`src/rtl/tff_bank_sequencer_if.sv`:
```
// tff_bank_sequencer_if: command handshake and bank status bundle for the toggle-flop sequencer
interface tff_bank_sequencer_if #(
    parameter int WIDTH = 4,
    parameter int CNT_W = 8
);
    logic             cmd_valid;
    logic             cmd_ready;
    logic [1:0]       cmd_op;
    logic [WIDTH-1:0] cmd_data;
    logic [CNT_W-1:0] cmd_len;
    logic             hold;
    logic [WIDTH-1:0] t_vec;
    logic [WIDTH-1:0] q;
    logic             busy;
    logic             done;
    logic             wrap;
    modport master (
        output cmd_valid, cmd_op, cmd_data, cmd_len, hold,
        input  cmd_ready, t_vec, q, busy, done, wrap
    );
    modport slave (
        input  cmd_valid, cmd_op, cmd_data, cmd_len, hold,
        output cmd_ready, t_vec, q, busy, done, wrap
    );
endinterface

```
`src/rtl/tff_bank_sequencer.sv`:
```
// tff_bank_sequencer: sequences a T-flop bank via a toggle mask for count up/down, load and clear
module tff_bank_sequencer #(
    parameter int WIDTH = 4,
    parameter int CNT_W = 8
) (
    input logic                clk,
    input logic                rst,
    tff_bank_sequencer_if.slave bus
);
    typedef enum logic [1:0] {IDLE, RUN, DONE} state_t;
    state_t           state_q;
    logic [1:0]       op_q;
    logic [WIDTH-1:0] data_q;
    logic [WIDTH-1:0] q_q;
    logic [CNT_W-1:0] rem_q;
    logic             done_q;
    logic             wrap_q;
    logic             step;
    logic             wrap_d;
    logic [WIDTH-1:0] t_d;
    always_comb begin
        step   = state_q == RUN && !bus.hold;
        t_d    = !step          ? '0 :
                 op_q == 2'b00 ? (q_q + WIDTH'(1)) ^ q_q :
                 op_q == 2'b01 ? (q_q - WIDTH'(1)) ^ q_q :
                 op_q == 2'b10 ? q_q ^ data_q : q_q;
        wrap_d = step && ((op_q == 2'b00 && &q_q) || (op_q == 2'b01 && ~|q_q));
    end
    // q only ever changes through t_vec, so external T-flops driven by t_vec stay in lockstep
    always_ff @(posedge clk) begin
        if (rst) begin
            state_q <= IDLE;
            op_q    <= '0;
            data_q  <= '0;
            q_q     <= '0;
            rem_q   <= '0;
            done_q  <= 1'b0;
            wrap_q  <= 1'b0;
        end else begin
            q_q    <= q_q ^ t_d;
            wrap_q <= wrap_d;
            done_q <= 1'b0;
            case (state_q)
                IDLE: if (bus.cmd_valid) begin
                    op_q   <= bus.cmd_op;
                    data_q <= bus.cmd_data;
                    if (!bus.cmd_op[1] && bus.cmd_len == '0) begin
                        state_q <= DONE;
                        done_q  <= 1'b1;
                    end else begin
                        state_q <= RUN;
                        rem_q   <= bus.cmd_op[1] ? CNT_W'(1) : bus.cmd_len;
                    end
                end
                RUN: if (step) begin
                    rem_q <= rem_q - CNT_W'(1);
                    if (rem_q == CNT_W'(1)) begin
                        state_q <= DONE;
                        done_q  <= 1'b1;
                    end
                end
                default: state_q <= IDLE;
            endcase
        end
    end
    assign bus.cmd_ready = state_q == IDLE;
    assign bus.busy      = state_q == RUN;
    assign bus.t_vec     = t_d;
    assign bus.q         = q_q;
    assign bus.done      = done_q;
    assign bus.wrap      = wrap_q;
endmodule

```
`src/flat_wrapper.sv`:
```
// flat-port wrapper written by rule: the top's interface ports become plain ports
module tff_bank_sequencer_flat 
#(
    parameter int WIDTH = 4,
    parameter int CNT_W = 8
)
  (clk, rst, bus_cmd_valid, bus_cmd_op, bus_cmd_data, bus_cmd_len, bus_hold, bus_cmd_ready, bus_t_vec, bus_q, bus_busy, bus_done, bus_wrap);
  tff_bank_sequencer_if #(.WIDTH(WIDTH), .CNT_W(CNT_W)) bus_i ();
  input logic clk;
  input logic rst;
  input wire logic [$bits(bus_i.cmd_valid)-1:0] bus_cmd_valid;
  input wire logic [$bits(bus_i.cmd_op)-1:0] bus_cmd_op;
  input wire logic [$bits(bus_i.cmd_data)-1:0] bus_cmd_data;
  input wire logic [$bits(bus_i.cmd_len)-1:0] bus_cmd_len;
  input wire logic [$bits(bus_i.hold)-1:0] bus_hold;
  output wire logic [$bits(bus_i.cmd_ready)-1:0] bus_cmd_ready;
  output wire logic [$bits(bus_i.t_vec)-1:0] bus_t_vec;
  output wire logic [$bits(bus_i.q)-1:0] bus_q;
  output wire logic [$bits(bus_i.busy)-1:0] bus_busy;
  output wire logic [$bits(bus_i.done)-1:0] bus_done;
  output wire logic [$bits(bus_i.wrap)-1:0] bus_wrap;
  assign bus_i.cmd_valid = bus_cmd_valid;
  assign bus_i.cmd_op = bus_cmd_op;
  assign bus_i.cmd_data = bus_cmd_data;
  assign bus_i.cmd_len = bus_cmd_len;
  assign bus_i.hold = bus_hold;
  assign bus_cmd_ready = bus_i.cmd_ready;
  assign bus_t_vec = bus_i.t_vec;
  assign bus_q = bus_i.q;
  assign bus_busy = bus_i.busy;
  assign bus_done = bus_i.done;
  assign bus_wrap = bus_i.wrap;
  tff_bank_sequencer #(.WIDTH(WIDTH), .CNT_W(CNT_W)) u_core (.clk(clk), .rst(rst), .bus(bus_i));
endmodule
```
`config.mk`:
```
export PLATFORM = sky130hd
export DESIGN_NAME = tff_bank_sequencer_flat
export DESIGN_NICKNAME = d
export VERILOG_FILES = /design/src/rtl/tff_bank_sequencer_if.sv /design/src/rtl/tff_bank_sequencer.sv /design/src/flat_wrapper.sv
export SDC_FILE = /design/constraint.sdc
export NUM_CORES = 1
export LEC_CHECK = 0
export CAP_MARGIN = 30
export CORE_UTILIZATION = 44
export CTS_BUF_LIST = sky130_fd_sc_hd__clkbuf_16
export DETAILED_ROUTE_END_ITERATION = 10
export GPL_ROUTABILITY_DRIVEN = 1
export HOLD_SLACK_MARGIN = 0.02
export PLACE_DENSITY = 0.8
export SLEW_MARGIN = 20
export SYNTH_ARGS = -nofsm -noshare
export SYNTH_HDL_FRONTEND = slang
export SYNTH_SLANG_ARGS = --single-unit
```
`constraint.sdc`:
```
create_clock -name clk -period 1.5 [get_ports clk]
set_input_delay 0.3 -clock clk [delete_from_list [all_inputs] [get_ports clk]]
set_output_delay 0.3 -clock clk [all_outputs]
set_load 0.005 [all_outputs]
```
==> Word level (Yosys, flattened, before mapping) <==
Cells that the tools add are included.
{ "totals": {"output_inout_bits": 12, "reg_bits": 22, "wordCells": 59} }
{ "classes": {"n_addsub": 3, "n_reduce_logical": 18, "eq_ne": 8, "n_mux": 19, "bitwise": 4} }
{ "op_table": {"columns": ["op", "count"], "rows": [
  ["$mux 8", 4],
  ["$mux 4", 4],
  ["$pmux 8 s2", 1],
  ["$xor 4x4->4", 4],
  ["$eq 8x1->1 const B", 1],
  ["$logic_not 8->1", 1],
  ["$mux 2", 4],
  ["$reduce_and 4->1", 2],
  ["$sub 8x1->8 const B", 1],
  ["$logic_and 1x1->1", 5],
  ["$add 4x1->4 const B", 1],
  ["$eq 2x1->1 const B", 2],
  ["$logic_not 2->1", 2],
  ["$mux 1", 4],
  ["$ne 2x1->1 const B", 2],
  ["$ne 2x2->1 const B", 2],
  ["$pmux 2 s2", 1],
  ["$reduce_or 4->1", 1],
  ["$sub 4x1->4 const B", 1],
  ["$logic_not 1->1", 3],
  ["$reduce_and 3->1", 1],
  ["$eq 2x2->1 const B", 1],
  ["$pmux 1 s2", 1],
  ["$reduce_and 2->1", 1],
  ["other kinds (2)", 2]
]} }

==> Longest topological paths before layout <==
Gate-level depths: netlist of run 1.
{ "depth": {"word_depth": 6, "ltp_mapped": 8, "ltp_nobuf": 6} }

==> Worst setup path after synthesis of run 1 <==
OpenSTA, ideal clock, no wires.
{ "synth_path": {"path_type": "register to output", "from": "reg u_core.q_q[0], in the netlist u_core.bus.q[0]", "to": "out bus_t_vec[1]", "path_stages_with_launch": 7, "setup_slack_ns": -0.145, "arrival_time_ns": 1.345, "n_path_buf": 0, "path_cell_list": "dfxtp_1 > inv_1 > ha_1 > xnor2_1 > o22ai_1 > xnor2_1 > nor2_1"} }
{ "synth_via": {"elab_chain_len": 5} }
{ "synth_lines": {"columns": ["item", "line_no", "rtl"], "rows": [
  ["start: declaration", "tff_bank_sequencer.sv:14", "logic [WIDTH-1:0] q_q;"],
  ["start signal: assignment", "tff_bank_sequencer.sv:40", "q_q <= q_q ^ t_d;"],
  ["$sub 4x1->4", "tff_bank_sequencer.sv:25", "op_q == 2'b01 ? (q_q - WIDTH'(1)) ^ q_q :"],
  ["$xor 4x4->4", "tff_bank_sequencer.sv:25", null],
  ["$mux 4", "tff_bank_sequencer.sv:25", null],
  ["$mux 4 *", "tff_bank_sequencer.sv:24", "op_q == 2'b00 ? (q_q + WIDTH'(1)) ^ q_q :"],
  ["$mux 4 *", "tff_bank_sequencer.sv:23", "t_d = !step ? '0 :"],
  ["end: declaration", "flat_wrapper.sv:17", "output wire logic [$bits(bus_i.t_vec)-1:0] bus_t_vec;"]
]} }
Mark *: on every way between the ends. The rest lies on a longest branch, timed or not.

==> Worst setup path after layout of run 1 <==
Same ends and word-level chain as after synthesis.

==> flow_summary_export.csv, run 1 <==
group,metric,value,unit
detailed_routing,drt_iter0_markers,86,
synthesis,seq_area_frac_synth,34.1,%
synthesis,ys_async_sr_fraction,0,%
synthesis,synth-xor-area-share,5.42,%
critical_path,cp_data_required_time,1.20,ns
synthesis,muxShareOfSynthArea,0,%
critical_path,cp-end-kind,"primary output",
placed_design,placed_cell_area,0.00185,mm^2
min_path,hp-class,"in2reg",
clock_network,cts_tree,"built",
critical_path,worstSetupPathType,"reg2out",
global_route,grt_pass1_wl,6.82,mm
synthesis,synth_top_family_by_area,"simple AND/OR/NAND/NOR gates",
floorplan,die-height,56.2,um
sta,timing.hold.ws,0.459,ns
finish,final_area,0.00220,mm^2
placed_design,gp_congestion,0.828,
critical_path,crit_chain,"inv_2 -> ha_4 -> xnor2_2 -> o22ai_2 -> xnor2_1 -> nor2_1 -> buf_2",
clock_network,ctsRootBufferMaster,"clkbuf_16",
synthesis,ys.warnings.count,0,
floorplan,fp.coreArea,0.00278,mm^2
global_route,grt_pass1_vias,1565,
status,status,"finished with violations",
synthesis,synth_simple_gate_area_share,27.3,%
critical_path,start_kind,"register",
clock_network,cts_buffer_depth,2,
power_and_ir_drop,total_power,2.01,mW
finish,n_antenna_cell,0,
sta,postLayoutSetupSlackWorst,-0.382,ns
sta,slew_violations,0,
critical_path,rrSetupSlack,-0.02,ns
detailed_routing,route.detailed.drc,0,
floorplan,core.rowCount,19,
clock_network,cts_buffers,3,
clock_network,htreeDepth,1,
critical_path,critical_path.max_stage_delay,0.34,ns
sta,min_period_over_period,125,%
finish,drive_gt1_share,45.8,%
synthesis,syn_inst,157,
synthesis,netlist_area,0.00129,mm^2
detailed_routing,avgViaCountPerCell,5.89,
synthesis,synth_cell_types,44,
sta,period_minus_slack,1.88,ns
sta,worstMarginPinSlew,0.360,ns
sta,hold_viol_final,0,
sta,fin_skew,0.00473,ns
sta,finalSetupTns,-1.08,ns
clock_network,cts.reportedPaths.clkPinSlew,0.06,ns
floorplan,dieWidth,56.2,um
placed_design,hpwl,2.57,mm
sta,relSlewSlack,75.8,%
finish,final_nets,249,
power_and_ir_drop,powerDensity,916,mW/mm^2
floorplan,num_io_pins,30,
detailed_routing,wl_per_cell,17.3,um
global_route,grt_max_degree,17,
clock_network,clock_latency,0.26,ns
synthesis,synth_edf_count,0,
sta,setup_violations,7,
placed_design,pre_cts_ws,-0.609,ns
status,violations,"negative setup slack",
global_route,grt_overflow_total,0,
floorplan,initial_core_util,46.5,%
sta,clock.fmax,531,MHz
synthesis,synth_compound_area_share,22.7,%
synthesis,synth.avg_cell_area,8.23,um^2
synthesis,synth-main-ff-cell,"dfxtp_1",
detailed_routing,ant_nets,0,
placed_design,port_buffers,29,
clock_network,cts_sinks,22,
floorplan,die_area,0.00316,mm^2
synthesis,ys_seq_elements,22,
global_route,antenna_found_initial,0,
critical_path,cp_max_fo,2,
power_and_ir_drop,max-vdd-ir-drop,0.000797,V
power_and_ir_drop,p_leak,0.893,nW
detailed_routing,dr.pass1.iters,4,
run,cap_violations,0,
global_route,grt_util_all_layers,27.5,%
critical_path,critPathSlowestCell,"dfxtp_4",
synthesis,synthAdderAreaFrac,4.84,%
detailed_routing,totalWireLength,4.43,mm
min_path,holdPathStages,4,
critical_path,ff2ff_path_depth,8,
critical_path,cp_data_arrival_time,1.58,ns
finish,areaGrowthSynthToFinish,70.1,%
synthesis,syn-num-nets,180,
sta,rsz0062_at_grt,"yes",
detailed_routing,num_vias,1507,
clock_network,holdBufCountCts,0,
-- sequential cells by signal (all words and copies together) (netlist names) --
register / count
u_core.state_q: 2
u_core.op_q: 2
u_core.bus.q: 4
u_core.bus.wrap: 1
u_core.rem_q: 8
u_core.bus.done: 1
u_core.data_q: 4
-- worst max-delay path, delay by kind of cell, from the launching register on --
kind,cells,cell delay [ns]
flops,1,0.34
xor+xnor,2,0.30
fa+ha+maj,1,0.24
compound gates,1,0.20
buf+inv,2,0.18
simple gates,1,0.07
-- synth_stat cells (3+ instances only) --
cell / number / area (um^2)
a211oi_2: 3 / 37.5
a21oi_1: 15 / 75.1
buf_2: 4 / 20.0
clkbuf_1: 3 / 11.3
dfxtp_1: 22 / 440
ha_1: 5 / 62.6
inv_1: 5 / 18.8
nand2_1: 17 / 63.8
nand2b_1: 4 / 25.0
nor2_1: 18 / 67.6
nor2b_1: 6 / 37.5
nor3_1: 6 / 30.0
nor3b_1: 3 / 22.5
xnor2_1: 8 / 70.1
-- per-layer routing --
layer  GRT usage [%]  up-vias  part of all wire [%]
met5               0        -                     0
met4            13.9        0                   4.0
met3            3.02       18                   7.7
met2            50.3      100                    52
met1            31.1      701                    36
li1                -      688                     -
-- metrics by stage --
step	utilization [%]	std cells
floorplan	-	157
global placement	66.5	239
detailed placement	66.5	239
CTS	77.1	253
global route	79.0	256
finish	79.0	256
-- timing repair --
item / in CTS / in global routing
endpoints found under the setup margin: 22 / 17
cloned: 1 / 0
resized for setup: 78 / 17
setup buffers: 9 / 5
pin swaps: 16 / 13
-- cell families (layout without fill, tap and decap cells) --
group	Yosys count	after routing
AO/OA/AOI/OAI	39	39
XOR/XNOR	8	8
adder cells (fa/ha/maj)	5	5
buffers and inverters	15	83
flip-flops	22	22
AND/OR/NAND/NOR	68	68
-- path summary, 6_finish.rpt --
kind,from,end
worst min register to register,u_core.data_q[0],u_core.data_q[0]
worst max-delay path,u_core.bus.q[0],bus_t_vec[1]
worst max register to register,u_core.bus.q[0],u_core.bus.q[2]
worst min-delay path,bus_cmd_len[7],u_core.rem_q[7]
-- placed cells by master (no fill, tap or decap), types with 3 or more instances in the layout --
| cell type | count |
|---|---|
| nor2b_1 | 4 |
| dfxtp_1 | 15 |
| nor2_1 | 15 |
| a21oi_1 | 11 |
| inv_1 | 3 |
| a211oi_2 | 5 |
| inv_2 | 3 |
| buf_6 | 8 |
| buf_2 | 7 |
| xnor2_2 | 4 |
| ha_1 | 3 |
| nor3b_1 | 3 |
| a21oi_2 | 4 |
| nand2_1 | 17 |
| buf_4 | 33 |
| xnor2_1 | 4 |
| dlygate4sd2_1 | 8 |
| dfxtp_2 | 4 |
| nor3_1 | 4 |
| clkdlybuf4s50_1 | 10 |
| clkbuf_16 | 4 |
| dfxtp_4 | 3 |
-- area by class of cell --
cell class | count | area (um^2)
multi-input combinational | 120 | 952
tap | 31 | 38.8
inverter | 6 | 22.5
fill | 180 | 583
timing repair buffer | 73 | 628
sequential | 22 | 457
clock buffer | 4 | 100
-- power by group --
part / internal, mW / switching [mW] / total [mW]
sequential: 0.626 / 0.0438 / 0.670
combinational: 0.345 / 0.313 / 0.658
clock: 0.463 / 0.223 / 0.686
total: 1.43 / 0.580 / 2.01
No activity file was read; power rests on OpenSTA's default activity.
==> run 2: changes to the inputs <==
Settings changed: MAX_ROUTING_LAYER set to met4.
==> run 2 against run 1 <==
  * The run still ends with negative setup slack left
  * Sequential power rose by 0.6%
  * Via count shrank 2.1%
  * Die area unchanged
  * Wire length up 2.9%
  * Power shrank 0.22%
  * Clock skew hardly changed
  * First-iteration DRC count fell by 5.8%
  * Sequential cell count is the same
  * Largest cell class unchanged
==> flow_summary_export.csv, run 2 (synthesis results as in run 1) <==
group,metric,value,unit
clock_network,cts_sinks,22,
critical_path,cp_max_fo,2,
detailed_routing,dr.pass1.iters,4,
sta,worstMarginPinSlew,0.289,ns
global_route,grt_pass1_vias,1523,
sta,finalSetupTns,-1.40,ns
critical_path,start_kind,"register",
finish,top_register,"u_core.rem_q",
floorplan,num_io_pins,30,
clock_network,htreeDepth,1,
global_route,grt_max_degree,19,
placed_design,hpwl,2.58,mm
global_route,grt_overflow_total,0,
sta,slew_violations,0,
finish,drive_gt1_share,46.4,%
critical_path,worstSetupPathType,"reg2out",
power_and_ir_drop,p_int,1.42,mW
power_and_ir_drop,powerDensity,916,mW/mm^2
critical_path,cp_data_arrival_time,1.53,ns
placed_design,gp_congestion,0.828,
sta,relSlewSlack,80.6,%
clock_network,holdBufCountCts,0,
sta,clock.fmax,545,MHz
detailed_routing,route.detailed.drc,0,
power_and_ir_drop,total_power,2.01,mW
floorplan,core.rowCount,19,
finish,layout_commonest_cell,"buf_4",
floorplan,dieWidth,56.2,um
clock_network,clock_latency,0.26,ns
detailed_routing,ant_nets,0,
finish,n_antenna_cell,0,
floorplan,die-height,56.2,um
critical_path,cp_data_required_time,1.20,ns
floorplan,fp.coreArea,0.00278,mm^2
sta,setup_violations,8,
detailed_routing,drt_iter0_markers,81,
sta,min_period_over_period,122,%
sta,rsz0062_at_grt,"yes",
floorplan,initial_core_util,46.5,%
finish,largest_reg_flops,8,
power_and_ir_drop,p_leak,0.893,nW
detailed_routing,wl_per_cell,17.9,um
critical_path,ff2ff_path_depth,9,
global_route,grt_pass1_wl,7.31,mm
clock_network,cts_buffers,3,
run,cap_violations,0,
detailed_routing,avgViaCountPerCell,5.78,
clock_network,cts_buffer_depth,2,
placed_design,port_buffers,29,
sta,period_minus_slack,1.83,ns
finish,mostFrequentLayoutCells,"31 x buf_4, 17 x nand2_1, 14 x nor2_1, 14 x dfxtp_1, 11 x a21oi_1",
sta,fin_skew,0.00444,ns
sta,postLayoutSetupSlackWorst,-0.333,ns
global_route,grt_util_all_layers,31.1,%
status,violations,"negative setup slack",
clock_network,ctsRootBufferMaster,"clkbuf_16",
min_path,holdPathStages,2,
power_and_ir_drop,max-vdd-ir-drop,0.000716,V
clock_network,cts.reportedPaths.clkPinSlew,0.06,ns
power_and_ir_drop,p_clk_share,34.3,%
detailed_routing,num_vias,1475,
power_and_ir_drop,seq_power_share,33.5,%
sta,hold_viol_final,0,
power_and_ir_drop,netSwitchingPower,589,uW
status,status,"finished with violations",
finish,final_nets,248,
detailed_routing,totalWireLength,4.55,mm
sta,timing.hold.ws,0.474,ns
power_and_ir_drop,swShare,29.3,%
critical_path,cp-end-kind,"primary output",
power_and_ir_drop,p_comb_share,32.2,%
placed_design,pre_cts_ws,-0.622,ns
placed_design,placed_cells,236,
min_path,hp-class,"reg2reg",
finish,areaGrowthSynthToFinish,69.8,%
finish,stdcell_count,255,
floorplan,die_area,0.00316,mm^2
global_route,antenna_found_initial,0,
clock_network,cts_tree,"built",
## run 2: cell types whose count changed in the layout (fill, tap and decap cells not counted), moves of 2 or more
cell	delta
inv_4	+3
or3_4	-2
inv_2	-3
or3_1	+2
buf_6	+2
buf_4	-2
## run 2: metrics by stage
stage / util (%) / instance area [um^2]
after floorplan: - / 1310
after global placement: 65.7 / 1830
after detailed placement: 65.7 / 1830
after CTS: 78.0 / 2170
after global routing: 78.9 / 2190
final: 78.9 / 2190
## run 2: final timing paths
kind | start | end | slack, ns
worst min-delay path | u_core.data_q[2] | u_core.data_q[2] | 0.47
worst min register to register | u_core.data_q[2] | u_core.data_q[2] | 0.47
worst max-delay path | u_core.bus.q[0] | bus_t_vec[1] | -0.33
worst max register to register | u_core.bus.q[0] | u_core.bus.q[2] | -0.12
## run 2: critical path, cell delays in order, from the launching register on
cell	delay, ns
dfxtp_4	0.36
inv_4	0.04
ha_4	0.23
xnor2_2	0.13
o22ai_2	0.18
xnor2_1	0.17
nor2_1	0.05
buf_2	0.12
## run 2: what timing repair did
action	4_1_cts	5_1_grt
setup buffers	12	4
gates resized for setup	80	23
setup endpoints to repair	20	16
pin swaps	18	13
hold endpoints to repair	0	0
gates cloned	1	0
## run 2: final cells by class
cell class	instances	area (um^2)
Timing Repair Buffer	72	616
Tap cell	31	38.8
Fill cell	177	587
Multi-Input combinational cell	120	952
Clock buffer	4	100
Inverter	6	30.0
Sequential cell	22	458
## run 2: per-layer routing
layer	wire length, um	GRT usage [%]	vias up
met5	0	-	-
met4	157	13.2	0
met3	211	3.72	17
met2	2450	57.1	79
met1	1730	33.3	691
li1	-	-	688
## run 2: power by group through the flow
| stage | clock network, mW | logic, mW | registers (mW) |
|---|---|---|---|
| 6_report | 0.689 | 0.647 | 0.674 |
| 3_5_place_dp | 0 | 0.506 | 0.672 |
| 3_3_place_gp | 0 | 0.492 | 0.669 |
| 4_1_cts | 0.695 | 0.604 | 0.665 |
| 2_1_floorplan | 0 | 0.284 | 0.670 |
| 5_1_grt | 0.728 | 0.690 | 0.677 |
